## src/rtl/joy_scan_sequencer_if.sv

```systemverilog
// ==== joy_scan_sequencer_if : pin/bus bundle for the joystick scan sequencer -- rev 1.0 ====
`default_nettype none

interface joy_scan_sequencer_if;
  logic       scan_en;
  logic       joy_data;
  logic       joy_clk;
  logic       joy_load;
  logic       joy_select;
  logic [7:0] joystick1;
  logic [7:0] joystick2;
  logic [7:0] joystick1_ext;
  logic [7:0] joystick2_ext;
  logic       frame_valid;
  logic       busy;

  modport master (
    input  scan_en, joy_data,
    output joy_clk, joy_load, joy_select, joystick1, joystick2,
           joystick1_ext, joystick2_ext, frame_valid, busy
  );

  modport slave (
    output scan_en, joy_data,
    input  joy_clk, joy_load, joy_select, joystick1, joystick2,
           joystick1_ext, joystick2_ext, frame_valid, busy
  );
endinterface

`default_nettype wire

```

## src/rtl/joy_scan_sequencer.sv

```systemverilog
// ==== joy_scan_sequencer : DB9 serial joystick scan/framing sequencer, optional JOY_MD6_EN -- rev 1.0 ====
`default_nettype none

module joy_scan_sequencer #(
  parameter int CLK_DIV  = 8,
  parameter int GAP_BITS = 4
) (
  input  wire logic             clk,
  input  wire logic             rst,
  joy_scan_sequencer_if.master  jif
);

  typedef enum logic [1:0] {
    S_IDLE  = 2'd0,
    S_LOAD  = 2'd1,
    S_SHIFT = 2'd2,
    S_GAP   = 2'd3
  } state_t;

  localparam int DW = (CLK_DIV > 1) ? $clog2(CLK_DIV) : 1;
  localparam int HW = $clog2(2 * GAP_BITS + 1);
  localparam int CW = (HW > 5) ? HW : 5;

  state_t          state_q, state_d;
  logic [DW-1:0]   div_q, div_d;
  logic [CW-1:0]   cnt_q, cnt_d;
  logic            jclk_q, jclk_d;
  logic            load_q, load_d;
  logic [15:0]     shift_q, shift_d;
  logic            fv_q, fv_d;
  logic [7:0]      j1_q, j1_d, j2_q, j2_d;
  logic            w_half;
  logic            w_commit;
`ifdef JOY_MD6_EN
  logic [7:0]      e1_q, e1_d, e2_q, e2_d;
  logic            sel_q, sel_d;
  logic            first_q, first_d;
`endif

  // Chain delivers buttons active-low in order start,f3,f2,f1,right,left,down,up.
  function automatic logic [7:0] f_word(input logic [7:0] s);
    return ~{s[0], s[1], s[2], s[3], s[7], s[6], s[5], s[4]};
  endfunction

  assign w_half = (div_q == DW'(CLK_DIV - 1));

  always_comb begin
    state_d  = state_q;
    div_d    = w_half ? '0 : div_q + DW'(1);
    cnt_d    = cnt_q;
    jclk_d   = 1'b0;
    shift_d  = shift_q;
    fv_d     = 1'b0;
    j1_d     = j1_q;
    j2_d     = j2_q;
    w_commit = 1'b0;
`ifdef JOY_MD6_EN
    e1_d     = e1_q;
    e2_d     = e2_q;
    sel_d    = sel_q;
    first_d  = first_q;
`endif

    case (state_q)
      S_IDLE: begin
        div_d = '0;
        if (jif.scan_en) state_d = S_LOAD;
      end
      S_LOAD: begin
        if (w_half) begin
          if (cnt_q == CW'(1)) state_d = S_SHIFT;
          else                 cnt_d   = cnt_q + CW'(1);
        end
      end
      S_SHIFT: begin
        jclk_d = jclk_q;
        if (w_half) begin
          jclk_d = ~jclk_q;
          if (!jclk_q) begin
            shift_d[cnt_q[3:0]] = jif.joy_data;
            cnt_d               = cnt_q + CW'(1);
          end else if (cnt_q == CW'(16)) begin
            state_d  = S_GAP;
            jclk_d   = 1'b0;
            w_commit = 1'b1;
          end
        end
      end
      S_GAP: begin
        if (w_half) begin
          if (cnt_q == CW'(2 * GAP_BITS - 1)) state_d = jif.scan_en ? S_LOAD : S_IDLE;
          else                                cnt_d   = cnt_q + CW'(1);
        end
      end
      default: state_d = S_IDLE;
    endcase

    // Every state starts with a fresh divider and counter.
    if (state_d != state_q) begin
      div_d = '0;
      cnt_d = '0;
    end

    load_d = (state_d != S_LOAD);

    if (w_commit) begin
      fv_d = 1'b1;
`ifdef JOY_MD6_EN
      if (sel_q) begin
        j1_d = f_word(shift_q[7:0]);
        j2_d = f_word(shift_q[15:8]);
      end else begin
        e1_d = f_word(shift_q[7:0]);
        e2_d = f_word(shift_q[15:8]);
      end
`else
      j1_d = f_word(shift_q[7:0]);
      j2_d = f_word(shift_q[15:8]);
`endif
    end

`ifdef JOY_MD6_EN
    // The first frame after reset keeps select high; later frames alternate.
    if (state_d == S_LOAD && state_q != S_LOAD) begin
      if (first_q) sel_d = ~sel_q;
      first_d = 1'b1;
    end
`endif
  end

  always_ff @(posedge clk) begin
    if (rst) begin
      state_q <= S_IDLE;
      div_q   <= '0;
      cnt_q   <= '0;
      jclk_q  <= 1'b0;
      load_q  <= 1'b1;
      shift_q <= '0;
      fv_q    <= 1'b0;
      j1_q    <= '0;
      j2_q    <= '0;
`ifdef JOY_MD6_EN
      e1_q    <= '0;
      e2_q    <= '0;
      sel_q   <= 1'b1;
      first_q <= 1'b0;
`endif
    end else begin
      state_q <= state_d;
      div_q   <= div_d;
      cnt_q   <= cnt_d;
      jclk_q  <= jclk_d;
      load_q  <= load_d;
      shift_q <= shift_d;
      fv_q    <= fv_d;
      j1_q    <= j1_d;
      j2_q    <= j2_d;
`ifdef JOY_MD6_EN
      e1_q    <= e1_d;
      e2_q    <= e2_d;
      sel_q   <= sel_d;
      first_q <= first_d;
`endif
    end
  end

  assign jif.joy_clk     = jclk_q;
  assign jif.joy_load    = load_q;
  assign jif.joystick1   = j1_q;
  assign jif.joystick2   = j2_q;
  assign jif.frame_valid = fv_q;
  assign jif.busy        = (state_q != S_IDLE);
`ifdef JOY_MD6_EN
  assign jif.joy_select    = sel_q;
  assign jif.joystick1_ext = e1_q;
  assign jif.joystick2_ext = e2_q;
`else
  assign jif.joy_select    = 1'b1;
  assign jif.joystick1_ext = '0;
  assign jif.joystick2_ext = '0;
`endif

endmodule

`default_nettype wire

```

## src/flat_wrapper.sv

```systemverilog
// flat-port wrapper written by rule: the top's interface ports become plain ports
module joy_scan_sequencer_flat 
#(
  parameter int CLK_DIV  = 8,
  parameter int GAP_BITS = 4
)
  (clk, rst, jif_scan_en, jif_joy_data, jif_joy_clk, jif_joy_load, jif_joy_select, jif_joystick1, jif_joystick2, jif_joystick1_ext, jif_joystick2_ext, jif_frame_valid, jif_busy);
  joy_scan_sequencer_if jif_i ();
  input  wire logic clk;
  input  wire logic rst;
  input wire logic [$bits(jif_i.scan_en)-1:0] jif_scan_en;
  input wire logic [$bits(jif_i.joy_data)-1:0] jif_joy_data;
  output wire logic [$bits(jif_i.joy_clk)-1:0] jif_joy_clk;
  output wire logic [$bits(jif_i.joy_load)-1:0] jif_joy_load;
  output wire logic [$bits(jif_i.joy_select)-1:0] jif_joy_select;
  output wire logic [$bits(jif_i.joystick1)-1:0] jif_joystick1;
  output wire logic [$bits(jif_i.joystick2)-1:0] jif_joystick2;
  output wire logic [$bits(jif_i.joystick1_ext)-1:0] jif_joystick1_ext;
  output wire logic [$bits(jif_i.joystick2_ext)-1:0] jif_joystick2_ext;
  output wire logic [$bits(jif_i.frame_valid)-1:0] jif_frame_valid;
  output wire logic [$bits(jif_i.busy)-1:0] jif_busy;
  assign jif_i.scan_en = jif_scan_en;
  assign jif_i.joy_data = jif_joy_data;
  assign jif_joy_clk = jif_i.joy_clk;
  assign jif_joy_load = jif_i.joy_load;
  assign jif_joy_select = jif_i.joy_select;
  assign jif_joystick1 = jif_i.joystick1;
  assign jif_joystick2 = jif_i.joystick2;
  assign jif_joystick1_ext = jif_i.joystick1_ext;
  assign jif_joystick2_ext = jif_i.joystick2_ext;
  assign jif_frame_valid = jif_i.frame_valid;
  assign jif_busy = jif_i.busy;
  joy_scan_sequencer #(.CLK_DIV(CLK_DIV), .GAP_BITS(GAP_BITS)) u_core (.clk(clk), .rst(rst), .jif(jif_i));
endmodule
```

## config.mk

```make
export PLATFORM = sky130hd
export DESIGN_NAME = joy_scan_sequencer_flat
export DESIGN_NICKNAME = d
export VERILOG_FILES = /design/src/rtl/joy_scan_sequencer_if.sv /design/src/rtl/joy_scan_sequencer.sv /design/src/flat_wrapper.sv
export SDC_FILE = /design/constraint.sdc
export NUM_CORES = 1
export LEC_CHECK = 0
export BUFFER_PORTS_ARGS = -buffer_cell sky130_fd_sc_hd__buf_2
export CAP_MARGIN = 10
export CELL_PAD_IN_SITES_DETAIL_PLACEMENT = 0
export CELL_PAD_IN_SITES_GLOBAL_PLACEMENT = 2
export CORE_MARGIN = 2
export CORE_UTILIZATION = 33
export DETAILED_ROUTE_END_ITERATION = 16
export HOLD_SLACK_MARGIN = 0.05
export PLACE_DENSITY = 0.8
export SYNTH_ARGS = -nofsm -noshare
export SYNTH_HDL_FRONTEND = slang
export SYNTH_SLANG_ARGS = --single-unit
```

## constraint.sdc

```tcl
create_clock -name clk -period 2.04 [get_ports clk]
set_input_delay 0.204 -clock clk [delete_from_list [all_inputs] [get_ports clk]]
set_output_delay 0.204 -clock clk [all_outputs]
set_load 0.005 [all_outputs]
```

After elaboration in Yosys (flattened, before gate mapping):

Cells that the tools add are included.

* flip-flop bits (word level): 45
* bits of input ports: 4
* logic and storage cells: 68
* output and inout bits: 37

* $add $sub $neg: 2
* mux-type cells: 27
* equality and inequality tests: 15
* reductions and logical operators: 9
* magnitude comparators: 2
* bitwise logic cells: 4

Operator list (count)
* 2-to-1 mux 5 bit: 6
* bitwise mux 16 bit: 1
* 2-to-1 mux 2 bit: 8
* NOT 8 bit: 2
* one-hot mux 5 bit (3 select lines): 1
* 2-to-1 mux 1 bit: 9
* != test 2 x 1 -> 1 bit, second input constant: 4
* one-hot mux 2 bit (4 select lines): 1
* AND reduction 7 bit: 1
* != test 2 bit, second input constant: 3
* adder 5 x 1 -> 5 bit, second input constant: 1
* equality test 5 x 1 -> 1 bit, second input constant: 1
* equality test 5 x 3 -> 1 bit, second input constant: 1
* equality test 5 bit, second input constant: 1
* less-than comparator 4 x 5 -> 1 bit, second input constant: 1
* demux 1 bit (select 4 bit): 1
* equality test 2 bit, second input constant: 2
* greater-or-equal comparator 4 x 1 -> 1 bit, second input constant: 1
* OR reduction 2 bit: 2
* OR reduction 4 bit: 1
* adder 3 x 1 -> 3 bit, second input constant: 1
* equality test 3 bit, second input constant: 1
* AND reduction 3 bit: 1
* nonzero test 3 bit: 1
* 6 further kinds: 7

Logic depth before layout (Yosys ltp):

* depth in word-level cells: 7
* mapped depth: 8
* gate-level depth less buffers: 6

Worst setup path before layout:

No wires, ideal clock.

* kind: reg-to-reg
* start: reg u_core.cnt_q[1]
* end: reg u_core.cnt_q[0]
* arrival time: 1753 ps
* path buffers: 1
* clock period less this slack: 1882 ps
* stages on the path, launching flop included: 8
* setup time: 129 ps
* data required time: 1911 ps
* slack: 158 ps
* path through: dfxtp_1 > inv_1 > ha_1 > or4b_1 > buf_2 > mux2_4 > o221ai_4 > nor3_1

* longest elaborated chain between the ends: 7
* elaborated cells on any way between the ends: 16
* those cells by class: 6 x eq/ne; 8 x mux; 2 x reduce/logical

RTL lines
* start, declared: RTL line joy_scan_sequencer.sv:26 `logic [CW-1:0] cnt_q, cnt_d;`
* start signal, assigned: RTL line joy_scan_sequencer.sv:151 `cnt_q <= cnt_d;`
* equality test 5 bit: RTL line joy_scan_sequencer.sv:82 `end else if (cnt_q == CW'(16)) begin`
* 2-to-1 mux 2 bit: RTL line joy_scan_sequencer.sv:82
* 2-to-1 mux 2 bit: RTL line joy_scan_sequencer.sv:79 `if (!jclk_q) begin`
* 2-to-1 mux 2 bit: RTL line joy_scan_sequencer.sv:77 `if (w_half) begin`
* one-hot mux 2 bit (4 select lines): RTL line joy_scan_sequencer.sv:64 `case (state_q)`
* != test 2 bit: RTL line joy_scan_sequencer.sv:99 `if (state_d != state_q) begin`
* OR reduction 2 bit (no line)

Parallel ways exist; a longest one is shown, timed or not.
A chain may end at the register's enable or synchronous reset.

Worst setup path in the final report:

Ends and elaborated chain as after synthesis.

==> impl_metrics.env <==
export IMPL_overflow=0
export IMPL_fmax_mhz=521
export IMPL_ir_drop_uv=326
export IMPL_setup_viol=0
export IMPL_placedCellCount=343
export IMPL_vias=1681
export IMPL_avgSynthCellArea_um2=8.76
export IMPL_drv_slew=0
export IMPL_grt_usage_pct=13.1
export IMPL_dr_pass1_iters=4
export IMPL_clockBufferDepth=2
export IMPL_async_flop_share_pct=0
export IMPL_drc_errors=0
export IMPL_cts_sinks=45
export IMPL_synth_top_flop_cell="dfxtp_1"
export IMPL_synth_distinct_cells=42
export IMPL_rows=29
export IMPL_synth_seq_cells=45
export IMPL_die_w_um=85.3
export IMPL_grt_max_degree=36
export IMPL_nets=284
export IMPL_seq_area_frac_synth_pct=41.3
export IMPL_io_buffers=23
export IMPL_finalClockSkew_ns=0.00315
export IMPL_grt_pass1_vias=1541
export IMPL_finish_utilization_pct=39.2
export IMPL_status="completed"
export IMPL_fillers=688
export IMPL_hold_viol=0
export IMPL_seqPwrFrac_pct=54.4
export IMPL_first_iter_violations=87
export IMPL_cts_tree="yes"
export IMPL_synth_area_um2=2180
export IMPL_final_cells=352
export IMPL_holdWs_ns=0.264
export IMPL_cp_data_required_time_ns=2.22
export IMPL_power_frac_comb_pct=3.5
export IMPL_dieArea_um2=7280
export IMPL_cap_violations=0
export IMPL_path_clk_slew_ns=0.09
export IMPL_clkPwrFrac_pct=42.1
export IMPL_drive_gt1_share_pct=19.3
export IMPL_pin_count=41
export IMPL_clk_latency_ns=0.30
export IMPL_routedWlPerCell_um=12.3
export IMPL_p_int_uw=1270
export IMPL_place_congestion=0.786
export IMPL_crit_fanout=8
export IMPL_rsz0062_at_grt="no"
export IMPL_fin_tns_setup_ns=0
export IMPL_place_area_um2=2350
export IMPL_cts_root_buffer="clkbuf_8"
export IMPL_synthToLayoutAreaGrowth_pct=14.9
export IMPL_htreeDepth=2
export IMPL_layout_min_cycle_time_ns=1.92
export IMPL_numCtsBuffers=5
export IMPL_start_kind="flop"
export IMPL_initial_core_util_pct=34.1
export IMPL_synth_edf_count=0
export IMPL_p_leak_uw=0.00105
export IMPL_crit_arrival_ns=2.09
export IMPL_diodes=0
export IMPL_core_um2=6390
export IMPL_avgViaCountPerCell=4.78
export IMPL_antenna_found_initial=0
export IMPL_period_share_pct=94.0
export IMPL_design_area_um2=2510
export IMPL_netSwitchingPower_uw=357
export IMPL_synth_cells=249
export IMPL_hpwl_um=3060
export IMPL_yosys_warnings=0
export IMPL_hp_class="in -> reg"
export IMPL_p_per_area_nw_per_um2=648
export IMPL_totalWireLength_um=4350
export IMPL_grt_pass1_wl_um=7650
export IMPL_cp_end_kind="flop"
export IMPL_ant_nets=0
export IMPL_path_class="reg -> reg"
export IMPL_chipHeight_um=85.3
export IMPL_switching_share_pct=22.0
==> worst paths after layout <==
kind	end	from	slack, ns	depth (start not counted)
worst min-delay path	u_core.state_q[0]	rst	0.26	4
worst min register to register	u_core.div_q[0]	u_core.div_q[0]	0.44	1
worst max-delay path	u_core.cnt_q[0]	u_core.cnt_q[1]	0.12	6
worst max register to register	u_core.cnt_q[0]	u_core.cnt_q[1]	0.12	6
==> final cells by class <==
type                       instances  area (um2)  area share [%]
clock buffer                       6        72.6            2.90
clock inverter                     2        38.8            1.55
inverter                           6        22.5           0.899
multi-input combinational        180        1150            46.0
sequential                        45         902            36.0
tap                               77        96.3            3.84
timing repair buffer              36         220            8.79
==> cell usage after synthesis, types with 2 or more instances <==
cell | n | area [um2]
nor2_1 | 22 | 82.6
nor3_1 | 5 | 25.0
inv_1 | 6 | 22.5
dfxtp_1 | 45 | 901
nor2b_1 | 3 | 18.8
or3_1 | 2 | 12.5
buf_2 | 6 | 30.0
a21oi_1 | 19 | 95.1
nand2b_1 | 18 | 113
nand3b_1 | 2 | 15.0
buf_4 | 17 | 128
ha_1 | 6 | 75.1
a211oi_1 | 2 | 15.0
conb_1 | 2 | 7.51
nor4b_1 | 2 | 17.5
o2111ai_1 | 2 | 17.5
o21ai_0 | 3 | 15.0
nand2_1 | 17 | 63.8
clkbuf_1 | 9 | 33.8
and2_1 | 3 | 18.8
mux2i_1 | 16 | 160
nand3_1 | 22 | 110
==> layer usage <==
layer  vias to the layer above  global-route usage (%)  wire length (um)
li1                        874                       -                 -
met1                       765                    18.5              2230
met2                        36                    19.3              1860
met3                         6                    3.31               185
met4                         0                    4.62                70
met5                         -                       0                 0
==> critical path, cell delays in order (launching register included) <==
cell,delay (ns)
dfxtp_1,0.36
inv_2,0.11
ha_4,0.16
or4b_4,0.46
mux2_4,0.29
o221ai_4,0.31
nor3_1,0.10
==> cell families (layout without fill, tap and decap cells) <==
kind of cell,count (synthesis),after routing,share of synthesized area [%]
fa+ha+maj,6,6,3.44
buf+inv,39,50,9.98
compound gates,35,35,10.9
mux,17,17,8.03
other cells,2,17,0.344
simple gates,104,104,25.6
xor+xnor,1,1,0.402
flops,45,45,41.3
==> per-stage QoR <==
step	power (uW)	setup slack, ns
floorplan	967	0.158
CTS	1650	0.0406
global placement	962	0.140
finish	1620	0.122
global route	1690	0.00306
detailed placement	961	0.0571
==> power groups by stage <==
stage / clock network (uW) / registers [uW] / logic, uW
floorplan: 0 / 904 / 63.9
global placement: 0 / 904 / 58.2
detailed placement: 0 / 904 / 57.7
CTS: 705 / 883 / 57.8
global route: 736 / 884 / 65.1
finish: 683 / 883 / 57.3
==> cell usage in the layout, fill, tap and decap left out, drive strengths merged, types with 3 or more instances in the layout <==
| cell type | netlist | layout |
|---|---|---|
| dfxtp | 45 | 45 |
| o21ai | 3 | 3 |
| conb | 2 | 17 |
| clkbuf | 9 | 6 |
| nor2b | 3 | 3 |
| inv | 6 | 6 |
| nand3 | 22 | 22 |
| nand2b | 18 | 18 |
| mux2i | 16 | 16 |
| and2 | 3 | 3 |
| nor2 | 22 | 22 |
| nor3 | 5 | 5 |
| ha | 6 | 6 |
| a21oi | 19 | 19 |
| buf | 24 | 36 |
| nand2 | 17 | 17 |
==> flip-flops by register name, indices dropped and copies added (netlist names) <==
signal and count:
u_core.state_q 2, u_core.cnt_q 5, u_core.jif.joy_clk 1, u_core.jif.joy_load 1, u_core.shift_q 16, u_core.jif.joystick2 8, u_core.div_q 3, u_core.jif.joystick1 8
u_core.jif.frame_valid 1
==> repair_timing <==
action	in CTS	in global routing
endpoints found under the setup margin	0	24
resized for setup	0	10
hold buffers	0	0
buffers inserted	0	1
(Power assumes the default switching activity.)
